--- src/rtl/imem_port_arbiter_pkg.sv ---
// Shared encodings and helpers for the unified memory port arbiter.
// Imported by the arbiter top and its winner-select sub-module.
package imem_port_arbiter_pkg;

  localparam logic [1:0] ARB_IDLE  = 2'd0;
  localparam logic [1:0] ARB_ISSUE = 2'd1;
  localparam logic [1:0] ARB_WAIT  = 2'd2;

  localparam logic [1:0] OWN_NONE  = 2'd0;
  localparam logic [1:0] OWN_FETCH = 2'd1;
  localparam logic [1:0] OWN_LSU   = 2'd2;

  localparam logic [3:0] BE_WORD   = 4'hF;

  function automatic logic [3:0] starve_next(
    input logic [3:0] cnt,
    input logic [3:0] lim
  );
    return (cnt >= lim) ? cnt : cnt + 4'd1;
  endfunction

endpackage

--- src/rtl/imem_port_arbiter_if.sv ---
// Fetch, LSU and memory bus bundle for the unified port arbiter.
// slave = arbiter side, master = pipeline/memory side.
interface imem_port_arbiter_if #(
  parameter int ADDR_W = 32,
  parameter int DATA_W = 32
);

  logic              fetch_req_i;
  logic [ADDR_W-1:0] fetch_addr_i;
  logic              fetch_gnt_o;
  logic              fetch_rvalid_o;
  logic [DATA_W-1:0] fetch_rdata_o;

  logic              lsu_req_i;
  logic              lsu_we_i;
  logic [3:0]        lsu_be_i;
  logic [ADDR_W-1:0] lsu_addr_i;
  logic [DATA_W-1:0] lsu_wdata_i;
  logic              lsu_gnt_o;
  logic              lsu_rvalid_o;
  logic [DATA_W-1:0] lsu_rdata_o;

  logic              mem_req_o;
  logic              mem_we_o;
  logic [3:0]        mem_be_o;
  logic [ADDR_W-1:0] mem_addr_o;
  logic [DATA_W-1:0] mem_wdata_o;
  logic              mem_rvalid_i;
  logic [DATA_W-1:0] mem_rdata_i;

  modport slave (
    input  fetch_req_i, fetch_addr_i,
    output fetch_gnt_o, fetch_rvalid_o,
    output fetch_rdata_o,
    input  lsu_req_i, lsu_we_i, lsu_be_i,
    input  lsu_addr_i, lsu_wdata_i,
    output lsu_gnt_o, lsu_rvalid_o,
    output lsu_rdata_o,
    output mem_req_o, mem_we_o, mem_be_o,
    output mem_addr_o, mem_wdata_o,
    input  mem_rvalid_i, mem_rdata_i
  );

  modport master (
    output fetch_req_i, fetch_addr_i,
    input  fetch_gnt_o, fetch_rvalid_o,
    input  fetch_rdata_o,
    output lsu_req_i, lsu_we_i, lsu_be_i,
    output lsu_addr_i, lsu_wdata_i,
    input  lsu_gnt_o, lsu_rvalid_o,
    input  lsu_rdata_o,
    input  mem_req_o, mem_we_o, mem_be_o,
    input  mem_addr_o, mem_wdata_o,
    output mem_rvalid_i, mem_rdata_i
  );

endinterface

--- src/rtl/imem_port_arbiter_starve_select.sv ---
// Winner choice between fetch and LSU, plus the fetch starvation counter.
// LSU wins ties until fetch has lost STARVE_LIMIT arbitrations in a row.
module arb_starve_select
  import imem_port_arbiter_pkg::*;
#(
  parameter int STARVE_LIMIT = 4
) (
  input  logic clk_i,
  input  logic rst_i,
  input  logic arb_en,
  input  logic fetch_req,
  input  logic lsu_req,
  output logic pick_fetch,
  output logic pick_lsu
);

  localparam logic [3:0] LIMIT = 4'(STARVE_LIMIT);

  logic [3:0] starve_cnt;
  logic       starved;

  assign starved    = (starve_cnt == LIMIT);
  assign pick_fetch = fetch_req & (~lsu_req | starved);
  assign pick_lsu   = lsu_req & ~pick_fetch;

  always_ff @(posedge clk_i or negedge rst_i) begin
    if (!rst_i) begin
      starve_cnt <= 4'd0;
    end else if (arb_en) begin
      if (pick_fetch) begin
        starve_cnt <= 4'd0;
      end else if (fetch_req) begin
        starve_cnt <= starve_next(starve_cnt, LIMIT);
      end
    end
  end

endmodule

--- src/rtl/imem_port_arbiter.sv ---
// Shares one memory port between fetch and LSU, one registered
// transaction at a time, with flush squash and a WAIT timeout.
module imem_port_arbiter
  import imem_port_arbiter_pkg::*;
#(
  parameter int ADDR_W       = 32,
  parameter int DATA_W       = 32,
  parameter int STARVE_LIMIT = 4,
  parameter int TIMEOUT      = 64
) (
  input  logic clk_i,
  input  logic rst_i,
  input  logic flush_i,
  imem_port_arbiter_if.slave bus,
  output logic timeout_o
);

  localparam int WCW = $clog2(TIMEOUT + 1);
  localparam logic [WCW-1:0] WAIT_LAST = WCW'(TIMEOUT - 1);

  logic [1:0]        state;
  logic [1:0]        owner;
  logic              own_we;
  logic              squash;
  logic [WCW-1:0]    wait_cnt;
  logic              arb_en;
  logic              fetch_act;
  logic              pick_fetch;
  logic              pick_lsu;
  logic              drop_f;
  logic [ADDR_W-1:0] f_addr;
  logic [DATA_W-1:0] rdata;

  assign arb_en    = (state == ARB_IDLE);
  // a flush in the arbitration cycle withdraws the fetch request
  assign fetch_act = bus.fetch_req_i & ~flush_i;
  assign drop_f    = squash | flush_i;
  assign f_addr    = bus.fetch_addr_i;
  assign rdata     = bus.mem_rdata_i;

  arb_starve_select #(
    .STARVE_LIMIT(STARVE_LIMIT)
  ) u_sel (
    .clk_i     (clk_i),
    .rst_i     (rst_i),
    .arb_en    (arb_en),
    .fetch_req (fetch_act),
    .lsu_req   (bus.lsu_req_i),
    .pick_fetch(pick_fetch),
    .pick_lsu  (pick_lsu)
  );

  always_ff @(posedge clk_i or negedge rst_i) begin
    if (!rst_i) begin
      state              <= ARB_IDLE;
      owner              <= OWN_NONE;
      own_we             <= 1'b0;
      squash             <= 1'b0;
      wait_cnt           <= '0;
      timeout_o          <= 1'b0;
      bus.fetch_gnt_o    <= 1'b0;
      bus.fetch_rvalid_o <= 1'b0;
      bus.fetch_rdata_o  <= '0;
      bus.lsu_gnt_o      <= 1'b0;
      bus.lsu_rvalid_o   <= 1'b0;
      bus.lsu_rdata_o    <= '0;
      bus.mem_req_o      <= 1'b0;
      bus.mem_we_o       <= 1'b0;
      bus.mem_be_o       <= 4'd0;
      bus.mem_addr_o     <= '0;
      bus.mem_wdata_o    <= '0;
    end else begin
      timeout_o          <= 1'b0;
      bus.fetch_gnt_o    <= 1'b0;
      bus.fetch_rvalid_o <= 1'b0;
      bus.lsu_gnt_o      <= 1'b0;
      bus.lsu_rvalid_o   <= 1'b0;
      bus.mem_req_o      <= 1'b0;
      bus.mem_we_o       <= 1'b0;
      unique case (state)
        ARB_IDLE: begin
          squash <= 1'b0;
          unique case (1'b1)
            pick_fetch: begin
              state           <= ARB_ISSUE;
              owner           <= OWN_FETCH;
              own_we          <= 1'b0;
              bus.fetch_gnt_o <= 1'b1;
              bus.mem_req_o   <= 1'b1;
              bus.mem_be_o    <= BE_WORD;
              bus.mem_addr_o  <= f_addr;
            end
            pick_lsu: begin
              state           <= ARB_ISSUE;
              owner           <= OWN_LSU;
              own_we          <= bus.lsu_we_i;
              bus.lsu_gnt_o   <= 1'b1;
              bus.mem_req_o   <= 1'b1;
              bus.mem_we_o    <= bus.lsu_we_i;
              bus.mem_be_o    <= bus.lsu_be_i;
              bus.mem_addr_o  <= bus.lsu_addr_i;
              bus.mem_wdata_o <= bus.lsu_wdata_i;
            end
            default: owner <= OWN_NONE;
          endcase
        end
        ARB_ISSUE: begin
          state    <= ARB_WAIT;
          wait_cnt <= '0;
          if (flush_i && owner == OWN_FETCH) squash <= 1'b1;
        end
        ARB_WAIT: begin
          if (flush_i && owner == OWN_FETCH) squash <= 1'b1;
          if (bus.mem_rvalid_i) begin
            state <= ARB_IDLE;
            owner <= OWN_NONE;
            if (owner == OWN_FETCH) begin
              if (!drop_f) begin
                bus.fetch_rvalid_o <= 1'b1;
                bus.fetch_rdata_o  <= rdata;
              end
            end else begin
              bus.lsu_rvalid_o <= 1'b1;
              if (!own_we) bus.lsu_rdata_o <= rdata;
            end
          end else if (wait_cnt == WAIT_LAST) begin
            state     <= ARB_IDLE;
            owner     <= OWN_NONE;
            timeout_o <= 1'b1;
          end else begin
            wait_cnt <= wait_cnt + WCW'(1);
          end
        end
        default: begin
          state <= ARB_IDLE;
          owner <= OWN_NONE;
        end
      endcase
    end
  end

endmodule
--- src/flat_wrapper.sv ---
// flat-port wrapper written by rule: the top's interface ports become plain ports
module imem_port_arbiter_flat import imem_port_arbiter_pkg::*;
#(
  parameter int ADDR_W       = 32,
  parameter int DATA_W       = 32,
  parameter int STARVE_LIMIT = 4,
  parameter int TIMEOUT      = 64
)
  (clk_i, rst_i, flush_i, timeout_o, bus_fetch_req_i, bus_fetch_addr_i, bus_fetch_gnt_o, bus_fetch_rvalid_o, bus_fetch_rdata_o, bus_lsu_req_i, bus_lsu_we_i, bus_lsu_be_i, bus_lsu_addr_i, bus_lsu_wdata_i, bus_lsu_gnt_o, bus_lsu_rvalid_o, bus_lsu_rdata_o, bus_mem_req_o, bus_mem_we_o, bus_mem_be_o, bus_mem_addr_o, bus_mem_wdata_o, bus_mem_rvalid_i, bus_mem_rdata_i);
  imem_port_arbiter_if #(.ADDR_W(ADDR_W), .DATA_W(DATA_W)) bus_i ();
  input  logic clk_i;
  input  logic rst_i;
  input  logic flush_i;
  output logic timeout_o;
  input wire logic [$bits(bus_i.fetch_req_i)-1:0] bus_fetch_req_i;
  input wire logic [$bits(bus_i.fetch_addr_i)-1:0] bus_fetch_addr_i;
  output wire logic [$bits(bus_i.fetch_gnt_o)-1:0] bus_fetch_gnt_o;
  output wire logic [$bits(bus_i.fetch_rvalid_o)-1:0] bus_fetch_rvalid_o;
  output wire logic [$bits(bus_i.fetch_rdata_o)-1:0] bus_fetch_rdata_o;
  input wire logic [$bits(bus_i.lsu_req_i)-1:0] bus_lsu_req_i;
  input wire logic [$bits(bus_i.lsu_we_i)-1:0] bus_lsu_we_i;
  input wire logic [$bits(bus_i.lsu_be_i)-1:0] bus_lsu_be_i;
  input wire logic [$bits(bus_i.lsu_addr_i)-1:0] bus_lsu_addr_i;
  input wire logic [$bits(bus_i.lsu_wdata_i)-1:0] bus_lsu_wdata_i;
  output wire logic [$bits(bus_i.lsu_gnt_o)-1:0] bus_lsu_gnt_o;
  output wire logic [$bits(bus_i.lsu_rvalid_o)-1:0] bus_lsu_rvalid_o;
  output wire logic [$bits(bus_i.lsu_rdata_o)-1:0] bus_lsu_rdata_o;
  output wire logic [$bits(bus_i.mem_req_o)-1:0] bus_mem_req_o;
  output wire logic [$bits(bus_i.mem_we_o)-1:0] bus_mem_we_o;
  output wire logic [$bits(bus_i.mem_be_o)-1:0] bus_mem_be_o;
  output wire logic [$bits(bus_i.mem_addr_o)-1:0] bus_mem_addr_o;
  output wire logic [$bits(bus_i.mem_wdata_o)-1:0] bus_mem_wdata_o;
  input wire logic [$bits(bus_i.mem_rvalid_i)-1:0] bus_mem_rvalid_i;
  input wire logic [$bits(bus_i.mem_rdata_i)-1:0] bus_mem_rdata_i;
  assign bus_i.fetch_req_i = bus_fetch_req_i;
  assign bus_i.fetch_addr_i = bus_fetch_addr_i;
  assign bus_fetch_gnt_o = bus_i.fetch_gnt_o;
  assign bus_fetch_rvalid_o = bus_i.fetch_rvalid_o;
  assign bus_fetch_rdata_o = bus_i.fetch_rdata_o;
  assign bus_i.lsu_req_i = bus_lsu_req_i;
  assign bus_i.lsu_we_i = bus_lsu_we_i;
  assign bus_i.lsu_be_i = bus_lsu_be_i;
  assign bus_i.lsu_addr_i = bus_lsu_addr_i;
  assign bus_i.lsu_wdata_i = bus_lsu_wdata_i;
  assign bus_lsu_gnt_o = bus_i.lsu_gnt_o;
  assign bus_lsu_rvalid_o = bus_i.lsu_rvalid_o;
  assign bus_lsu_rdata_o = bus_i.lsu_rdata_o;
  assign bus_mem_req_o = bus_i.mem_req_o;
  assign bus_mem_we_o = bus_i.mem_we_o;
  assign bus_mem_be_o = bus_i.mem_be_o;
  assign bus_mem_addr_o = bus_i.mem_addr_o;
  assign bus_mem_wdata_o = bus_i.mem_wdata_o;
  assign bus_i.mem_rvalid_i = bus_mem_rvalid_i;
  assign bus_i.mem_rdata_i = bus_mem_rdata_i;
  imem_port_arbiter #(.ADDR_W(ADDR_W), .DATA_W(DATA_W), .STARVE_LIMIT(STARVE_LIMIT), .TIMEOUT(TIMEOUT)) u_core (.clk_i(clk_i), .rst_i(rst_i), .flush_i(flush_i), .bus(bus_i), .timeout_o(timeout_o));
endmodule
--- config.mk ---
export PLATFORM = sky130hd
export DESIGN_NAME = imem_port_arbiter_flat
export DESIGN_NICKNAME = d
export VERILOG_FILES = /design/src/rtl/imem_port_arbiter_pkg.sv /design/src/rtl/imem_port_arbiter_if.sv /design/src/rtl/imem_port_arbiter_starve_select.sv /design/src/rtl/imem_port_arbiter.sv /design/src/flat_wrapper.sv
export SDC_FILE = /design/constraint.sdc
export NUM_CORES = 1
export LEC_CHECK = 0
export ABC_AREA = 1
export BUFFER_PORTS_ARGS = -buffer_cell sky130_fd_sc_hd__buf_2
export CAP_MARGIN = 20
export CORE_ASPECT_RATIO = 0.9
export CORE_MARGIN = 3
export CORE_UTILIZATION = 49
export CTS_CLUSTER_SIZE = 12
export DETAILED_ROUTE_END_ITERATION = 8
export GPL_TIMING_DRIVEN = 1
export PLACE_DENSITY = 0.81
export SYNTH_ARGS = -nofsm -noshare
export SYNTH_HDL_FRONTEND = slang
export SYNTH_SLANG_ARGS = --single-unit
--- constraint.sdc ---
create_clock -name clk_i -period 1.7 [get_ports clk_i]
set_input_delay 0.085 -clock clk_i [delete_from_list [all_inputs] [get_ports clk_i]]
set_output_delay 0.085 -clock clk_i [all_outputs]
set_load 0.02 [all_outputs]
# Word-level counts from Yosys, hierarchy flattened
# Index checks and enable logic that the tools add are counted.
[totals] regBits=156 word_cells=96 in_bits=139
[classes] n_lt_le_gt_ge=1 bitwise=12 n_eq_ne=11 n_reduce_logical=17 add_sub_neg=2 n_mux=35
[op_table] operator="case mux 32 bit (2 select lines)" count=1
[op_table] operator="two-way mux 1 bit" count=19
[op_table] operator="two-way mux 7 bit" count=2
[op_table] operator="case mux 7 bit (2 select lines)" count=1
[op_table] operator="two-way mux 4 bit" count=3
[op_table] operator="case mux 2 bit (3 select lines)" count=2
[op_table] operator="AND reduction 2 bit" count=5
[op_table] operator="!= test 2 bit (second input constant)" count=4
[op_table] operator="case mux 4 bit (2 select lines)" count=1
[op_table] operator="AND reduction 4 bit" count=2
[op_table] operator="nonzero test 2 bit" count=4
[op_table] operator="adder 7 x 1 -> 7 bit (second input constant)" count=1
[op_table] operator="equality test 7 x 6 -> 1 bit (second input constant)" count=1
[op_table] operator="NOT 1 bit" count=7
[op_table] operator="two-way mux 2 bit" count=3
[op_table] operator="AND reduction 3 bit" count=2
[op_table] operator="adder 4 x 1 -> 4 bit (second input constant)" count=1
[op_table] operator="equality test 2 x 1 -> 1 bit (second input constant)" count=2
[op_table] operator="equality test 4 x 3 -> 1 bit (second input constant)" count=1
[op_table] operator=">= comparator 4 x 3 -> 1 bit (second input constant)" count=1
[op_table] operator="case mux 1 bit (2 select lines)" count=2
[op_table] operator="case mux 2 bit (2 select lines)" count=1
[op_table] operator="OR reduction 2 bit" count=2
[op_table] operator="AND 1 bit" count=3
[op_table] operator="other kinds (6)" count=7

# Depth between registers and ports, before layout
# Gate-level depths: netlist (run 1).
[logic_depth] ltp_word=8 ltp_mapped=10

# Hierarchy
# From an unflattened synthesis (run 1), not the netlist that was laid out.
[hier_totals] cells_unflattened=701 hier_area_um2=6646.4
[by_module_without_submodules] module="imem_port_arbiter" seq_area_each_um2=3803.6 cells_per_inst=669 area_per_inst_um2=6398.6 n_inst=1
[by_module_without_submodules] module="arb_starve_select" seq_area_each_um2=100.1 cells_per_inst=32 area_per_inst_um2=247.7 n_inst=1

# Least setup slack after synthesis (run 1)
# OpenSTA, ideal clock, no wires.
[synth_path] path_kind="reg-to-reg" start="register u_core.state[0]" end="register u_core.bus.fetch_rdata_o[0]" path_slack_ps=291 synth_period_minus_slack_ps=1409 arrival_ps=1333 stages_incl_launch_ff=10 cell_sequence="dfrtp_1 > inv_1 > ha_1 > nand2_1 > inv_1 > nand3_1 > buf_2 > buf_2 > nand2_1 > o21ai_1"
[synth_between] elab_chain_len=2
[synth_lines] item="from (decl)" line="imem_port_arbiter.sv:21" source="logic [1:0] state;"
[synth_lines] item="from (signal assigned)" line="imem_port_arbiter.sv:55" source="state <= ARB_IDLE;"
[synth_lines] item="from (signal assigned)" line="imem_port_arbiter.sv:85" source="state <= ARB_ISSUE;"
[synth_lines] item="from (signal assigned)" line="imem_port_arbiter.sv:94" source="state <= ARB_ISSUE;"
[synth_lines] item="equality test 2 bit" line="imem_port_arbiter.sv:80" source="unique case (state)"
[synth_lines] item="AND reduction 4 bit (no line)"
[synth_lines] item="to (signal assigned)" line="imem_port_arbiter.sv:120" source="bus.fetch_rdata_o <= rdata;"
[synth_lines] item="to (decl)" line="imem_port_arbiter_if.sv:34" source="output fetch_rdata_o,"
# Every way passes these cells.
# A chain may end at the register's enable or synchronous reset.

# Final worst setup path (run 1)
[layout_path] start="register u_core.u_sel.starve_cnt[0]" end="register u_core.bus.mem_addr_o[0]"
[layout_between] elab_chain_len=7 elab_cells_between_ends=8 classes_between="1 x eq/ne; 1 x mux; 4 x bitwise; 2 x reduce/logical"
[layout_lines] item="from (decl)" line="imem_port_arbiter_starve_select.sv:19" source="logic [3:0] starve_cnt;"
[layout_lines] item="from (signal assigned)" line="imem_port_arbiter_starve_select.sv:33" source="starve_cnt <= starve_next(starve_cnt, LIMIT);"
[layout_lines] item="equality test 4 x 3 -> 1 bit *" line="imem_port_arbiter_starve_select.sv:22" source="assign starved = (starve_cnt == LIMIT);"
[layout_lines] item="OR 1 bit *" line="imem_port_arbiter_starve_select.sv:23" source="assign pick_fetch = fetch_req & (~lsu_req | starved);"
[layout_lines] item="AND 1 bit *" line="imem_port_arbiter_starve_select.sv:23"
[layout_lines] item="NOT 1 bit" line="imem_port_arbiter_starve_select.sv:24" source="assign pick_lsu = lsu_req & ~pick_fetch;"
[layout_lines] item="AND 1 bit" line="imem_port_arbiter_starve_select.sv:24"
[layout_lines] item="nonzero test 2 bit (no line)"
[layout_lines] item="AND reduction 2 bit (no line)"
[layout_lines] item="to (signal assigned)" line="imem_port_arbiter.sv:91" source="bus.mem_addr_o <= f_addr;"
[layout_lines] item="to (signal assigned)" line="imem_port_arbiter.sv:101" source="bus.mem_addr_o <= bus.lsu_addr_i;"
[layout_lines] item="to (decl)" line="imem_port_arbiter_if.sv:40" source="output mem_addr_o, mem_wdata_o,"
# Mark *: on every way between the ends. The rest lies on a longest branch, timed or not.

==> results, run 1 <==
- The run finished with clean final reports.
- Clock skew on the completed layout was measured at about 11 ps.
- The count of final setup violators is 0.
- The data required time of the critical path is roughly 2000 ps.
- Cells fill 76.84% of the core in the end.
- Among all cell types in the netlist, the one instantiated most often is sky130_fd_sc_hd__nand2_1.
- After synthesis, the cell types taking the most area are sky130_fd_sc_hd__dfrtp_1 57%, sky130_fd_sc_hd__nand2_1 17%, sky130_fd_sc_hd__inv_1 6.5%.
- Max-cap violations in this run came to 0.
- The count of flip-flops with a built-in enable after synthesis is 0.
- The synthesized design devotes to its leading area cell type between 50% and 60% of total area.
- The number of core rows is 40.
- The power per cell area is 1633 nW/µm².
- The leakage power summed over all cells is 5.993 nW.
- The average wire length per cell after detail routing is 16.19 µm.
- Of all flip-flops after synthesis, the portion carrying an async set or reset was 100.0%.
- Final hold analysis gives a worst-case slack of 29.00 ps.
- Sorting the synthesized cells by how often they occur yields 303 x sky130_fd_sc_hd__nand2_1, 156 x sky130_fd_sc_hd__dfrtp_1, 118 x sky130_fd_sc_hd__inv_1.
- For this design, the slowest cell found on the critical path is sky130_fd_sc_hd__dfrtp_1.
- On the worst path, the slowest cell contributes a delay of about 350 ps.
- The worst path needs 1603 ps of the cycle, external delays included.
- The overall track demand over capacity in global routing is 28.55%.
- The post-route fraction of the period consumed by the critical path is 94.29%.
- The number of CTS-inserted buffers is 17.
- The root buffer cell chosen for the clock tree is sky130_fd_sc_hd__clkbuf_16.
- The first global-routing pass estimated ~35000 µm of wire.
- The worst slew slack as a fraction of its limit is between 60% and 70%.
- The number of global-route vias before repair is just over 7000.
- STA classifies the critical path endpoint as a register.
- The main flop type after synthesis is sky130_fd_sc_hd__dfrtp_1.
- The number of pins exceeding their max-slew limit in the final report is 0.
- The highest clock rate is a little over 0.6 GHz.
- The latest clock arrival within the worst-skew pair is 420 ps.
- The H-tree level count is 4.
- The detailed-route vias per instance is between 5 and 6.
- Counting distinct cell types in the post-synthesis netlist gives 26.
- The wire-length estimate of the detail-placed layout is 12800 µm.
- TritonCTS built the clock tree.
- The cell type contributing the most total cell area after synthesis is sky130_fd_sc_hd__dfrtp_1.
- The flip-flop and latch count after synthesis is 156.
- The DRC marker count from the first detailed-route iteration is 546.
- The count of buffers from port buffering is 277.
- The total overflow left after global routing is 0.
- Entering global routing, the biggest net connects 66 pins.
- Clock-pin slew was measured on the worst setup and hold paths at 70 ps.
- The kind of start point of the critical path is a register.
- The number of warnings printed during yosys synthesis is 0.
- The worst setup path is of the register to register kind.
- The initial utilization of the core area, before any placement, comes to 50.60%.
- The tightest min-delay check is of the input port to register type.
- The number of filler cells placed in the layout is 807.
- The average footprint of a synthesized cell is 8.442 µm².
- The number of hold violations in the final report is 0.
- The critical path goes through inv_1, ha_1, nand3_4, nand2_2, nand2_4, buf_12, clkbuf_16, nand3_1, nand3_1, nand2_1.
- By instance count, the cell type seen most on the critical path is sky130_fd_sc_hd__nand3_1.
- The critical path contains buffers and inverters numbering 3 combined.
- After the last flow step, the layout net total stands at 1362.
- The vertical die dimension is between 100 and 150 µm.
- The arrival time of the worst setup path is approximately 1900 ps.
- The floorplan step set the die width to 130.5 µm.
- The post-synthesis instance area is 6838 µm².
- The count of mapped cells out of synthesis is 810.
- The region available for standard cell placement spans 13510 µm².
- Along the worst path, the maximum fanout reaches 14.
- The relative area change from synthesis to final layout is 51.86%.
- The buffer depth of the longest clock path is 2.
- The number of nets produced by synthesis is between 900 and 1000.
- The pre-antenna-repair detailed-routing pass consisted of 7 iterations.
- Pin placement for this block handled 278 I/O pins.
- Grouping stages by cell kind, the critical path spends the most delay in simple AND/OR/NAND/NOR gates.
- The congestion estimate from routability-driven global placement came to between 0.8 and 0.9.
- In the routed design, unresolved DRC markers number 0.
- The initial antenna violation count is 1.
- The count of nets left with antenna violations once routing finished came out at 0.
- The transition at the pin with the smallest max-transition slack is roughly 460 ps.
- The TritonCTS sink count is 156.
- The sequential element share of the synthesized area is approximately 57%.
- The largest vdd supply drop is approximately 1.3 mV.
- For this block, the via count after detailed routing is 7017.
- The aggregate routed wire length is 22660 µm.
- The share of cells above drive strength 1 is 27.89%.
- The die footprint is 15410 µm².
==> state kept, by name, indices dropped and copies added (netlist names) <==
signal	count
u_core.owner	2
u_core.bus.mem_req_o	1
u_core.bus.mem_wdata_o	32
u_core.bus.lsu_rvalid_o	1
u_core.squash	1
u_core.bus.fetch_rdata_o	32
u_core.own_we	1
u_core.bus.fetch_rvalid_o	1
u_core.bus.mem_we_o	1
u_core.bus.lsu_gnt_o	1
u_core.wait_cnt	7
u_core.bus.fetch_gnt_o	1
u_core.bus.mem_addr_o	32
u_core.bus.lsu_rdata_o	32
u_core.bus.mem_be_o	4
u_core.state	2
u_core.u_sel.starve_cnt	4
u_core.timeout_o	1
==> per-layer routing <==
metal	track usage [%]	up-vias	routed length, µm
li1	-	3299	-
met5	0	-	0
met3	7.759	97	1958
met2	48.47	414	11430
met1	32.26	3207	8184
met4	15.17	0	1084
==> timing repair <==
item	in CTS	in global routing
gates resized for setup	2	10
pin swaps	0	2
endpoints found under the hold margin	181	0
endpoints found under the setup margin	17	72
cloned	0	1
buffers inserted	0	3
hold buffers	129	0
==> cell families after synthesis <==
| group | Yosys count | share of synthesized area, % |
|---|---|---|
| buf+inv | 161 | 10.87 |
| fa+ha+maj | 6 | 1.098 |
| simple gates | 403 | 24.36 |
| flops | 156 | 57.09 |
| compound gates | 81 | 6.203 |
| xor+xnor | 3 | 0.3843 |
==> where the power goes <==
part           internal [mW]  switching, mW
clock                   2.42           1.56
combinational           2.38           4.53
sequential              5.20          0.865
==> metrics by stage <==
stage	cell area [µm²]	TNS [ps]	power, mW	worst slack (ps)	instances
floorplan	6838	0	10.04	290.5	810
global placement	8372	-11.88	12.23	-11.88	1233
detailed placement	8372	-79.38	12.44	-61.62	1233
CTS	10290	0	16.68	6.518	1394
global route	10380	-48.93	17.91	-21.49	1399
finish	10380	0	16.95	97.10	1399
==> cell usage in the layout, fill, tap and decap left out <==
cell type,count
sky130_fd_sc_hd__ha_1,6
sky130_fd_sc_hd__clkbuf_8,2
sky130_fd_sc_hd__clkinv_4,4
sky130_fd_sc_hd__o21ai_4,1
sky130_fd_sc_hd__nor3_1,2
sky130_fd_sc_hd__buf_6,1
sky130_fd_sc_hd__o21ai_1,28
sky130_fd_sc_hd__a21boi_0,1
sky130_fd_sc_hd__nand2_1,301
sky130_fd_sc_hd__o21ai_0,49
sky130_fd_sc_hd__nor2_1,10
sky130_fd_sc_hd__nand3_2,1
sky130_fd_sc_hd__nand4_1,2
sky130_fd_sc_hd__dlygate4sd3_1,129
sky130_fd_sc_hd__inv_1,118
sky130_fd_sc_hd__or2_1,1
sky130_fd_sc_hd__diode_2,1
sky130_fd_sc_hd__inv_2,4
sky130_fd_sc_hd__nand3_4,2
sky130_fd_sc_hd__clkbuf_1,2
sky130_fd_sc_hd__nor2_2,1
sky130_fd_sc_hd__nand2_2,5
sky130_fd_sc_hd__bufinv_16,3
sky130_fd_sc_hd__inv_8,3
sky130_fd_sc_hd__buf_2,276
sky130_fd_sc_hd__o211ai_1,2
sky130_fd_sc_hd__buf_12,10
sky130_fd_sc_hd__clkinvlp_4,1
sky130_fd_sc_hd__dfrtp_1,156
sky130_fd_sc_hd__nand3_1,77
sky130_fd_sc_hd__nand2_4,1
sky130_fd_sc_hd__xor2_1,2
sky130_fd_sc_hd__clkinv_2,1
sky130_fd_sc_hd__clkbuf_16,18
sky130_fd_sc_hd__xnor2_1,1
sky130_fd_sc_hd__buf_4,9
==> cell type report <==
cell class / instances / area [µm²] / share of cell area, %
Clock buffer: 21 / 460.4 / 4.434
Timing Repair Buffer: 426 / 2977 / 28.67
Clock inverter: 11 / 160.2 / 1.542
Multi-Input combinational cell: 493 / 2201 / 21.20
Tap cell: 168 / 210.2 / 2.024
Inverter: 123 / 469.2 / 4.519
Sequential cell: 156 / 3904 / 37.59
Antenna cell: 1 / 2.502 / 0.02410
==> path summary, 6_finish.rpt <==
path	from	slack, ps	cells past startpoint	end
min in group asynchronous	rst_i	170	2	u_core.bus.fetch_rdata_o[8]
max in group asynchronous	rst_i	910	3	u_core.bus.mem_addr_o[21]
hold reg to reg	u_core.bus.mem_wdata_o[4]	480	2	u_core.bus.mem_wdata_o[4]
hold / removal	bus_lsu_addr_i[15]	30	5	u_core.bus.mem_addr_o[15]
setup reg to reg	u_core.u_sel.starve_cnt[0]	100	10	u_core.bus.mem_addr_o[0]
setup / recovery	u_core.u_sel.starve_cnt[0]	100	10	u_core.bus.mem_addr_o[0]
==> worst register-to-register path: cells and delay by family (launching register included) <==
kind,cells,cell delay [ps]
adders and majority gates,1,220
buffers and inverters,3,350
and+or+nand+nor,6,570
DFF,1,350
Note: power is estimated with default switching activity, not from simulation.
==> run 2, diff against run 1 <==
- CORE_UTILIZATION: 49 -> 52
- PLACE_DENSITY: 0.81 -> 0.85
- clock period: 1.7 -> 1.95 ns (I/O delays scaled with it)
==> results, run 2 (synthesis results as in run 1) <==
- The vertical die dimension is 114.8 µm (was 118.1 µm).
- The die outline width came to 126.9 µm (was 130.5 µm).
- The number of CTS-inserted buffers is 17 (unchanged).
- The library cell appearing most often on the critical path is sky130_fd_sc_hd__nand2_1 (was sky130_fd_sc_hd__nand3_1).
- The post-CTS repair timing setup buffer count was 0 (unchanged).
- The largest vdd supply drop was 1.083 mV (was 1.336 mV).
- The initial cell density of the core came to 53.48% (was 50.60%).
- The count of vias placed by the detailed router is 7132 (was 7017).
- The highest fanout seen on the critical path came to 64 (was 14).
- The overflow left after global routing is 0 (unchanged).
- The number of core rows is 39 (was 40).
- The cell with the largest stage delay on the worst path is sky130_fd_sc_hd__buf_4 (was sky130_fd_sc_hd__dfrtp_1).
- The relative area change from synthesis to final layout is 48.16% (was 51.86%).
- The latest clock arrival within the worst-skew pair is 430 ps (was 420 ps).
- The clock root buffer is sky130_fd_sc_hd__clkbuf_16 (unchanged).
- The H-tree level count was 4 (unchanged).
- The count of buffers from port buffering is 277 (unchanged).
- The critical path class is register to register (unchanged).
- The worst slew slack as a fraction of its limit is 61.25% (was 69.15%).
- The first-pass GRT wire length is 35410 µm (was 34710 µm).
- The summed negative setup slack over all endpoints is 0 ps (unchanged).
- The power per cell area is 1457 nW/µm² (was 1633 nW/µm²).
- The number of pins exceeding their max-slew limit in the final report is 0 (unchanged).
- The number of hold violations in the final report came to 0 (unchanged).
- The nature of the critical path endpoint is a register (unchanged).
- The number of ports placed on the die boundary is 278 (unchanged).
- The iteration count of the initial detailed-routing pass is 5 (was 7).
- The residual DRC count is 0 (unchanged).
- The DRC marker count from the first detailed-route iteration came to 609 (was 546).
- Cell-by-cell listing of the critical path: inv_1, ha_1, nand2_1, nor2_2, nand2_2, buf_4, nand2_1, o21ai_0 (was inv_1, ha_1, nand3_4, nand2_2, nand2_4, buf_12, clkbuf_16, nand3_1, nand3_1, nand2_1).
- The arrival time of the worst setup path came to 2160 ps (was 1910 ps).
- The max-cap violation count came to 0 (unchanged).
- The number of nets still failing antenna checks after routing is 0 (unchanged).
- The buffer depth of the longest clock path is 2 (unchanged).
- The data required time of the critical path is 2270 ps (was 2010 ps).
- The clock tree from TritonCTS is yes (unchanged).
- The net count of the finished layout is 1341 (was 1362).
- The TritonCTS sink count is 156 (unchanged).
- The aggregate routed wire length is 22640 µm (was 22660 µm).
- The number of global-route vias before repair was 7253 (was 7171).
- Commonest cells after routing, fill and taps aside: 303 x sky130_fd_sc_hd__nand2_1, 276 x sky130_fd_sc_hd__buf_2, 156 x sky130_fd_sc_hd__dfrtp_1, 118 x sky130_fd_sc_hd__inv_1, 114 x sky130_fd_sc_hd__dlygate4sd3_1 (was 301 x sky130_fd_sc_hd__nand2_1, 276 x sky130_fd_sc_hd__buf_2, 156 x sky130_fd_sc_hd__dfrtp_1, 129 x sky130_fd_sc_hd__dlygate4sd3_1, 118 x sky130_fd_sc_hd__inv_1).
- The kind of start point of the critical path is a register (unchanged).
- The placeable core region came to 12780 µm² (was 13510 µm²).
- The met3 usage in global routing is 6.363% (was 7.759%).
- The die footprint is 14560 µm² (was 15410 µm²).
- The weighted congestion reported at the end of routability-driven placement came to 0.9102 (was 0.8515).
- The detailed-route vias per instance is 5.183 (was 5.016).
- The post-route fraction of the period consumed by the critical path is 94.41% (was 94.29%).
- The global-route met2 utilization came to 53.39% (was 48.47%).
- The time the worst path needs with I/O delays and setup is 1841 ps (was 1603 ps).
- The overall track demand over capacity in global routing came to 31.08% (was 28.55%).
- The met1 global-route usage is 35.95% (was 32.26%).
- The worst clock skew came to 6.569 ps (was 10.99 ps).
- The initial antenna violation count is 1 (unchanged).
- The transition at the pin with the smallest max-transition slack is 581.3 ps (was 462.7 ps).
- The most frequent standard cell in the layout excluding fill and tap cells is sky130_fd_sc_hd__nand2_1 (unchanged).
- The area of the multi-input gates is 2196 µm² (was 2201 µm²).
- The biggest cell delay along the critical path is 460 ps (was 350 ps).
- Setup repair after global routing left no endpoint under its margin.
- The average wire length per cell after detail routing was 16.46 µm (was 16.19 µm).
- The area occupied by registers is 3904 µm² (unchanged).
- The path category of the worst min-delay check was input port to register (unchanged).
- The clock-pin transition on the worst setup and hold timing paths is 60 ps (was 70 ps).
- The number of filler cells placed in the layout is 772 (was 807).
- The busiest metal layer after global routing was met2 (unchanged).
- The leakage power summed over all cells came to 5.868 nW (was 5.993 nW).
- Outcome: finished clean (unchanged).
- The largest net degree at the start of global routing is 66 (unchanged).
- The post-DP HPWL is 12700 µm (was 12800 µm).
- The core occupancy in the finished layout is 79.24% (was 76.84%).
- The highest clock rate is 0.5432 GHz (was 0.6239 GHz).
- The count of final setup violators is 0 (unchanged).
- The share of cells above drive strength 1 came to 27.79% (was 27.89%).
## run 2: cell count changes in the layout (fill, tap and decap cells not counted), sizes merged
cell,before,now
buf,296,291
bufinv,3,4
diode,1,3
dlygate4sd3,129,114
inv,125,124
clkinvlp,1,3
clkinv,5,4
clkbuf,22,20
## run 2: worst max-delay path, delay by kind of cell (launching register included)
family	cells	cell delay [ps]
adder cells (fa/ha/maj)	1	220
AND/OR/NAND/NOR	4	400
flip-flops	1	370
AO/OA/AOI/OAI	1	170
buffers and inverters	2	530
## run 2: final cells by class
type | instances | share of cell area (%)
antenna | 3 | 0.07410
clock buffer | 20 | 4.508
clock inverter | 12 | 1.840
inverter | 123 | 4.557
multi-input combinational | 493 | 21.67
sequential | 156 | 38.53
tap | 164 | 2.025
timing repair buffer | 405 | 26.79
## run 2: path summary, 6_finish.rpt
kind                                                 from                         to  slack (ps)  cells after the start
worst min-delay path                   bus_lsu_addr_i[30]  u_core.bus.mem_addr_o[30]           9                      5
min in group asynchronous                           rst_i  u_core.bus.lsu_rdata_o[4]         140                      2
worst max register to register            u_core.state[0]  u_core.bus.lsu_rdata_o[6]         110                      8
worst max-delay path                      u_core.state[0]  u_core.bus.lsu_rdata_o[6]         110                      8
max in group asynchronous                           rst_i  u_core.bus.mem_addr_o[17]        1180                      3
worst min register to register  u_core.bus.mem_addr_o[27]  u_core.bus.mem_addr_o[27]         480                      2
## run 2: layer usage
layer  wire length [µm]  vias up
met5                  0        -
met4               1186        0
met3               1925      114
met2              11530      442
met1               7997     3323
li1                   -     3253
## run 2: timing repair
| item | in CTS | in global routing |
|---|---|---|
| hold endpoints to repair | 287 | 0 |
| resized for setup | 0 | 0 |
| hold buffers | 114 | 0 |
## run 2: power by group
part	switching, mW	leakage, nW	internal [mW]
clock network	1.34	0.303	2.22
logic	3.88	3.57	1.96
registers	0.807	2.00	4.54
## run 2: per-stage QoR
step | std cells | power, mW | worst slack (ps) | hold WS [ps] | cell area, µm²
after floorplan | 810 | 8.751 | 540.5 | -198.1 | 6838
after global placement | 1227 | 10.59 | 286.4 | -5.072 | 8339
after detailed placement | 1227 | 10.80 | 264.9 | -6.242 | 8339
after CTS | 1373 | 14.60 | 230.3 | 0.6987 | 10120
after global routing | 1374 | 15.58 | 3.506 | 16.99 | 10130
final | 1376 | 14.76 | 108.9 | 9.341 | 10130
==> run 3, diff against run 2 <==
- RECOVER_POWER: unset -> 100
==> results, run 3 (synthesis results as in run 1) <==
- The time the worst path needs with I/O delays and setup came to 1829 ps (was 1841 ps).
- The post-CTS repair timing setup buffer count is 0 (unchanged).
- The clock root buffer is sky130_fd_sc_hd__clkbuf_16 (unchanged).
- The placeable core region is 12780 µm² (unchanged).
- The area occupied by registers is 3904 µm² (unchanged).
- The weighted congestion reported at the end of routability-driven placement is 0.9102 (unchanged).
- The post-route fraction of the period consumed by the critical path is 93.80% (was 94.41%).
- The clock-pin transition on the worst setup and hold timing paths is 60 ps (about the same).
- The biggest cell delay along the critical path is 460 ps (about the same).
- The buffer depth of the longest clock path is 2 (unchanged).
- The max-cap violation count is 0 (unchanged).
- Commonest cells after routing, fill and taps aside: 304 x sky130_fd_sc_hd__nand2_1, 156 x sky130_fd_sc_hd__dfrtp_1, 140 x sky130_fd_sc_hd__clkbuf_1, 137 x sky130_fd_sc_hd__buf_2, 119 x sky130_fd_sc_hd__inv_1 (was 303 x sky130_fd_sc_hd__nand2_1, 276 x sky130_fd_sc_hd__buf_2, 156 x sky130_fd_sc_hd__dfrtp_1, 118 x sky130_fd_sc_hd__inv_1, 114 x sky130_fd_sc_hd__dlygate4sd3_1).
- The overflow left after global routing was 0 (unchanged).
- The detailed-route vias per instance is 5.176 (was 5.183).
- The number of core rows is 39 (unchanged).
- Cell-by-cell listing of the critical path: inv_1, ha_1, nand2_1, nor2_2, nand2_2, buf_4, nand2_1, o21ai_0 (unchanged).
- The count of buffers from port buffering is 277 (unchanged).
- The count of vias placed by the detailed router is 7122 (was 7132).
- The library cell appearing most often on the critical path is sky130_fd_sc_hd__nand2_1 (unchanged).
- The number of global-route vias before repair is 7253 (unchanged).
- The highest fanout seen on the critical path is 64 (unchanged).
- The leakage power summed over all cells came to 5.364 nW (was 5.868 nW).
- The highest clock rate is 0.5467 GHz (was 0.5432 GHz).
- Outcome: finished clean (unchanged).
- The share of total power consumed by net switching was 42.03% (was 40.88%).
- The power per cell area was 1458 nW/µm² (was 1457 nW/µm²).
- The largest net degree at the start of global routing is 66 (unchanged).
- The residual DRC count came to 0 (unchanged).
- The total internal power is 8.366 mW (was 8.724 mW).
- The worst path buffer plus inverter count was 2 (unchanged).
- The arrival time of the worst setup path was 2150 ps (was 2160 ps).
- The cell with the largest stage delay on the worst path is sky130_fd_sc_hd__buf_4 (unchanged).
- RSZ-0062 raised after global routing: no (unchanged).
- The initial antenna violation count is 1 (unchanged).
- The number of CTS-inserted buffers is 17 (unchanged).
- The core occupancy in the finished layout is 77.43% (was 79.24%).
- The number of pins exceeding their max-slew limit in the final report is 0 (unchanged).
- The nature of the critical path endpoint is a register (unchanged).
- The family of cells with the greatest summed delay on the critical path is buffers and inverters (unchanged).
- The clock network fraction of design power is 24.7% (was 24.2%).
- The number of nets still failing antenna checks after routing is 0 (unchanged).
- The aggregate routed wire length is 22780 µm (was 22640 µm).
- The die footprint is 14560 µm² (unchanged).
- The relative area change from synthesis to final layout is 44.78% (was 48.16%).
- The clock tree from TritonCTS is yes (unchanged).
- The worst slew slack as a fraction of its limit is 22.70% (was 61.25%).
- The transition at the pin with the smallest max-transition slack is 1159 ps (was 581.3 ps).
- The vertical die dimension is 114.8 µm (unchanged).
- The worst clock skew is 7.349 ps (was 6.569 ps).
- The initial cell density of the core is 53.48% (unchanged).
- The share of cells above drive strength 1 came to 16.05% (was 27.79%).
- The TritonCTS sink count came to 156 (unchanged).
- The part of the total power dissipated in combinational logic is 38.0% (was 39.6%).
- The latest clock arrival within the worst-skew pair is 420 ps (was 430 ps).
- The count of final setup violators is 0 (unchanged).
- The summed negative setup slack over all endpoints is 0 ps (unchanged).
- The first-pass GRT wire length came to 35410 µm (unchanged).
- The setup slack of the worst register-to-register path is 120 ps (was 110 ps).
- The largest vdd supply drop is 1.029 mV (was 1.083 mV).
- The area of the multi-input gates was 2181 µm² (was 2196 µm²).
- The data required time of the critical path is 2270 ps (about the same).
- The critical path class is register to register (unchanged).
- The die outline width is 126.9 µm (unchanged).
- The iteration count of the initial detailed-routing pass is 5 (unchanged).
- The overall track demand over capacity in global routing is 31.08% (unchanged).
- The number of hold violations in the final report is 0 (unchanged).
- The number of ports placed on the die boundary is 278 (unchanged).
- The kind of start point of the critical path is a register (unchanged).
- The most frequent standard cell in the layout excluding fill and tap cells was sky130_fd_sc_hd__nand2_1 (unchanged).
- The path category of the worst min-delay check is input port to register (unchanged).
- The average wire length per cell after detail routing is 16.55 µm (was 16.46 µm).
- The net count of the finished layout is 1341 (unchanged).
- The H-tree level count is 4 (unchanged).
- The DRC marker count from the first detailed-route iteration was 560 (was 609).
- The number of filler cells placed in the layout came to 885 (was 772).
- The net load switching power is 6.065 mW (was 6.033 mW).
- The power share of the sequential group is 37.4% (was 36.2%).
- The post-DP HPWL was 12700 µm (unchanged).
==> run 3: layout make-up <==
type	count	share of cell area (%)
Multi-Input combinational cell	493	22.03
Timing Repair Buffer	405	25.23
Inverter	123	4.664
Clock buffer	20	4.613
Sequential cell	156	39.43
Tap cell	164	2.073
Clock inverter	12	1.883
Antenna cell	3	0.07583
==> run 3: worst register-to-register path: stages, from the launching register on <==
cell                      delay (ps)
sky130_fd_sc_hd__dfrtp_1         370
sky130_fd_sc_hd__inv_1            70
sky130_fd_sc_hd__ha_1            220
sky130_fd_sc_hd__nand2_1         110
sky130_fd_sc_hd__nor2_2           60
sky130_fd_sc_hd__nand2_2          40
sky130_fd_sc_hd__buf_4           460
sky130_fd_sc_hd__nand2_1         220
sky130_fd_sc_hd__o21ai_0         170
==> run 3: layer usage <==
layer | up-vias | track usage, % | wire (µm)
met5 | - | 0 | 0
met4 | 0 | 19.44 | 1158
met3 | 105 | 6.363 | 1884
met2 | 475 | 53.39 | 11580
met1 | 3292 | 35.95 | 8155
li1 | 3250 | - | -
==> run 3: path summary, 6_finish.rpt <==
check	from	end	cells after the start
max in group asynchronous	rst_i	u_core.state[1]	3
setup / recovery	u_core.state[0]	u_core.bus.lsu_rdata_o[6]	8
setup reg to reg	u_core.state[0]	u_core.bus.lsu_rdata_o[6]	8
min in group asynchronous	rst_i	u_core.bus.fetch_rdata_o[8]	2
hold reg to reg	u_core.bus.mem_addr_o[27]	u_core.bus.mem_addr_o[27]	2
hold / removal	bus_lsu_addr_i[30]	u_core.bus.mem_addr_o[30]	5
==> run 3: through the flow <==
stage	worst slack (ps)	power (mW)	hold slack (ps)	cell area [µm²]	std cells
2_1_floorplan	540.5	8.751	-198.1	6838	810
3_5_place_dp	264.9	10.80	-6.242	8339	1227
4_1_cts	230.3	14.60	0.6987	10120	1373
6_report	120.9	14.43	10.85	9899	1376
5_1_grt	3.064	15.25	16.98	9894	1374
3_3_place_gp	286.4	10.59	-5.072	8339	1227
==> run 3: power by group through the flow <==
stage / Clock, mW / Sequential (mW) / Combinational [mW]
CTS: 3.58 / 5.29 / 5.73
finish: 3.56 / 5.39 / 5.48
global placement: 0 / 5.25 / 5.34
detailed placement: 0 / 5.29 / 5.51
floorplan: 0 / 6.73 / 2.02
global route: 3.76 / 5.51 / 5.98
==> run 3: what timing repair did <==
item,in CTS,in global routing
hold buffers,114,0
gates resized for setup,0,0
endpoints found under the hold margin,287,0
